File: config.mk
export PLATFORM = sky130hd
export DESIGN_NAME = memory_dp_clr
export DESIGN_NICKNAME = d
export VERILOG_FILES = /design/src/rtl/memory_dp_clr.sv
export SDC_FILE = /design/constraint.sdc
export NUM_CORES = 1
export LEC_CHECK = 0
export ABC_AREA = 1
export CAP_MARGIN = 20
export CORE_UTILIZATION = 50
export CTS_CLUSTER_SIZE = 20
export DETAILED_ROUTE_END_ITERATION = 7
export PLACE_DENSITY = 0.66
export REMOVE_ABC_BUFFERS = 1
export SLEW_MARGIN = 20
export SYNTH_ARGS = -nofsm -noshare
export SYNTH_HDL_FRONTEND = slang
export SYNTH_SLANG_ARGS = --single-unit
File: constraint.sdc
create_clock -name clk -period 5.2 [get_ports clk]
set_input_delay 0.52 -clock clk [delete_from_list [all_inputs] [get_ports clk]]
set_output_delay 0.52 -clock clk [all_outputs]
set_load 0.02 [all_outputs]
File: src/rtl/memory_dp_clr.sv
// rtl/memory_dp_clr.sv - dual-port byte-lane memory with registered read and clear sweep
// Separate read/write ports; a clear sequencer fills the array with CLR_VAL after reset or on clr_req.
module memory_dp_clr #(
   parameter int              WIDTH    = 8,
   parameter int              DEPTH    = 6,
   parameter int              LANE_W   = 8,
   parameter int              RDW_MODE = 0,
   parameter logic [WIDTH-1:0] CLR_VAL = '0
) (
   input  logic                      clk,
   input  logic                      rst,
   input  logic                      clr_req,
   output logic                      busy,
   input  logic                      wr_en,
   input  logic [DEPTH-1:0]          wr_addr,
   input  logic [WIDTH-1:0]          wr_data,
   input  logic [WIDTH/LANE_W-1:0]   wr_be,
   input  logic                      rd_en,
   input  logic [DEPTH-1:0]          rd_addr,
   output logic [WIDTH-1:0]          rd_data,
   output logic                      rd_valid
);

   localparam int NLANES = WIDTH / LANE_W;
   localparam int NWORDS = 2 ** DEPTH;

   typedef enum logic {S_CLR, S_IDLE} state_t;

   state_t           state, state_nxt;
   logic [DEPTH-1:0] clr_cnt, clr_cnt_nxt;
   logic [WIDTH-1:0] mem [NWORDS];
   logic [WIDTH-1:0] wr_merged;
   logic [WIDTH-1:0] rd_word;
   logic             idle;
   logic             clr_last;
   logic             do_wr;
   logic             do_rd;

   assign idle     = (state == S_IDLE);
   assign busy     = !idle;
   assign clr_last = (clr_cnt == {DEPTH{1'b1}});
   assign do_wr    = idle && wr_en && (|wr_be);
   assign do_rd    = idle && rd_en;

   // Merged word is shared by the array write and the write-first read bypass.
   always_comb begin
      wr_merged = mem[wr_addr];
      for (int i = 0; i < NLANES; i++) begin
         if (wr_be[i]) begin
            wr_merged[i*LANE_W +: LANE_W] = wr_data[i*LANE_W +: LANE_W];
         end
      end
   end

   always_comb begin
      rd_word = mem[rd_addr];
      if ((RDW_MODE != 0) && do_wr && (wr_addr == rd_addr)) begin
         rd_word = wr_merged;
      end
   end

   always_ff @(posedge clk or negedge rst) begin
      if (!rst) begin
         state   <= S_CLR;
         clr_cnt <= '0;
      end else begin
         state   <= state_nxt;
         clr_cnt <= clr_cnt_nxt;
      end
   end

   // Terminal compare on the last address ends the sweep; the counter is never used past it.
   always_comb begin
      state_nxt   = state;
      clr_cnt_nxt = clr_cnt;
      case (state)
         S_CLR: begin
            clr_cnt_nxt = clr_cnt + DEPTH'(1);
            if (clr_last) begin
               state_nxt = S_IDLE;
            end
         end
         S_IDLE: begin
            if (clr_req) begin
               state_nxt   = S_CLR;
               clr_cnt_nxt = '0;
            end
         end
         default: begin
            state_nxt   = S_CLR;
            clr_cnt_nxt = '0;
         end
      endcase
   end

   always_ff @(posedge clk) begin
      if (state == S_CLR) begin
         mem[clr_cnt] <= CLR_VAL;
      end else if (do_wr) begin
         mem[wr_addr] <= wr_merged;
      end
   end

   always_ff @(posedge clk or negedge rst) begin
      if (!rst) begin
         rd_data  <= '0;
         rd_valid <= 1'b0;
      end else begin
         rd_valid <= do_rd;
         if (do_rd) begin
            rd_data <= rd_word;
         end
      end
   end

endmodule

==> results.ini <==
[outcome]
status = completed

[power_and_ir_drop]
power.clock.fraction_pct = 36.6
swShare_pct = 26.4
cellInternalPower_mw = 7.41
power_density_nw_per_um2 = 416
p_leak_nw = 8.94
combinationalPowerShare_pct = 13.0
vdd_drop_max_uv = 340
power_mw = 10.1
switchingPower_mw = 2.66
power_frac_seq_pct = 50.4

[place]
post-dp-hpwl_mm = 32.7
place_inst = 2408
post-place-ws_ps = 1230
portBuffers = 35
place_congestion = 0.851

[setup_path]
critPathBufInv = 0
worstSetupEndpointType = flip-flop
critPathRequiredTime_ps = 5420
path_cells = nand3_4, o21ai_2, nand4_1, nor2_1
startpoint_type = flip-flop
critPathMaxStageDelay_ps = 910
crit_type = reg2reg
cp_data_arrival_time_ps = 3890
worst_path_max_delay_cell = nor2_1
crit_fanout = 21
cp_top_family = simple AND/OR/NAND/NOR gates

[floorplan]
dieArea_um2 = 44200
core_um2 = 42300
initial_core_util_pct = 51.2
die_w_um = 210
io_pins = 36
die_h_um = 210
rows = 75

[layout]
n_antenna_cell = 0
n_fill_cell = 3453
area_growth_pct = 11.6
stdcell_count = 2503
nets = 1911
mostFrequentLayoutCell = nand2_1
mostFrequentLayoutCells = nand2_1 (625), edfxtp_1 (512), nand3_1 (471), nor2_1 (60), clkbuf_16 (53)
drive_above_1_share_pct = 7.22

[grt]
grt_pass1_vias = 13300
grt_max_degree = 135
gr-usage-all-layers_pct = 24.8
antenna_found_initial = 0
grt_pass1_wl_mm = 80.9
grt-ovfl-total = 0

[drt]
drtIter0Drc = 1297
wl_per_cell_um = 21.6
detail_route.vias_per_cell = 5.68
route.detailed.drc = 0
vias = 14200
first_pass_iters = 7
postRouteAntennaNets = 0
routed_wl_mm = 54.0

[min_path]
hold_class = in2async

[synth]
synth_warnings = 0
synth-seq-area-share_pct = 72.8
synthSimpleGateAreaFrac_pct = 23.5
synth_fa_ha_area_share_pct = 0.0577
syn_area_um2 = 21700
synth_compound_area_share_pct = 0.467
synth_xor_area_share_pct = 0.0404
synth_cells = 1873
synth.avg_cell_area_um2 = 11.6
synth_top_family_by_area = simple AND/OR/NAND/NOR gates
yosys-mux-area-fraction_pct = 0
synth-seq-cells = 528
ys_types = 26

[sta]
whs_ps = 433
max_freq_mhz = 272
skew_ps = 23.3
worst_slack_ps = 1520
min_period_ps = 3680
setup_violations = 0
period_share_pct = 70.7
relSlewSlack_pct = 25.4
fin_setup_tns_ps = 0
hold_viol_final = 0
drv_slew = 0
tightest_slew_ps = 1120
rsz0062_at_grt = false

[clock_network]
clk-insertion-delay-late_ps = 610
cts.sinks = 528
path_clk_slew_ps = 60
htreeDepth = 2
cts_resized = 0
cts_tree = yes
cts_buffers = 51
cts_hold_buf = 0
clockRootBuffer = clkbuf_16
clk_path_buf_depth = 3
postCtsSetupRepairBufs = 0

[run]
cap_violations = 0

kinds of logic (layout without fill, tap and decap cells):
family	after synthesis	in the layout
adder cells (fa/ha/maj)	1	1
buffers and inverters	144	197
AO/OA/AOI/OAI	14	14
AND/OR/NAND/NOR	1185	1185
flip-flops	528	528
XOR/XNOR	1	1
routing by layer:
metal	wire [um]	share of wire, %	vias to the layer above	track usage, %
met2	25500	47	602	39.9
met4	1650	3.1	0	8.88
li1	-	-	6603	-
met3	4120	7.6	99	3.47
met1	22700	42	6917	34.6
met5	0	0	-	0
path summary, 6_finish.rpt:
kind	start	endpoint	slack [ps]	cells past startpoint
hold / removal	rst	rd_valid	430	1
setup reg to reg	idle	mem[22][6]	1520	4
max in group asynchronous	rst	clr_cnt[5]	4180	1
setup / recovery	idle	mem[22][6]	1520	4
min in group clk	rd_data[7]	rd_data[7]	490	2
hold reg to reg	rd_data[7]	rd_data[7]	490	2
area by class of cell:
| cell class | count | area (um^2) | share of cell area (%) |
|---|---|---|---|
| flip-flops and latches | 528 | 15800 | 65.2 |
| clock inverters | 31 | 275 | 1.14 |
| inverters | 32 | 128 | 0.527 |
| multi-input cells | 1201 | 5290 | 21.8 |
| repair buffers | 70 | 639 | 2.64 |
| clock buffers | 64 | 1380 | 5.69 |
| well taps | 577 | 722 | 2.98 |
power groups by stage:
stage	clock network, mW	logic, mW	registers (mW)
finish	3.68	1.31	5.08
CTS	3.71	1.30	5.08
detailed placement	0	1.29	5.16
global route	3.84	1.41	5.09
global placement	0	1.26	5.16
floorplan	0	0.688	5.16
Yosys cell counts, drive strengths merged:
cell type  count  area share [%]
nor4           8            0.23
nand2        625              11
inv           30            0.52
or2            1           0.029
clkbuf        26            0.45
buf           86             2.1
xor2           1           0.040
edfxtp       512              71
dfrtp         16             1.8
nand3        473              11
o21ai         12            0.42
nor2          69             1.2
clkinv         2           0.035
a21oi          1           0.023
nand4          9            0.26
ha             1           0.058
o22ai          1           0.029
state kept, by name (all words and copies together) (netlist names):
register	count
mem	512
rd_data	8
idle	1
rd_valid	1
clr_cnt	6
stage by stage:
step / util (%) / cell area [um^2]
finish: 57.2 / 24200
global route: 57.2 / 24200
CTS: 57.2 / 24200
detailed placement: 53.3 / 22600
global placement: 53.2 / 22500
floorplan: - / 21100
No activity file was read; power rests on OpenSTA's default activity.
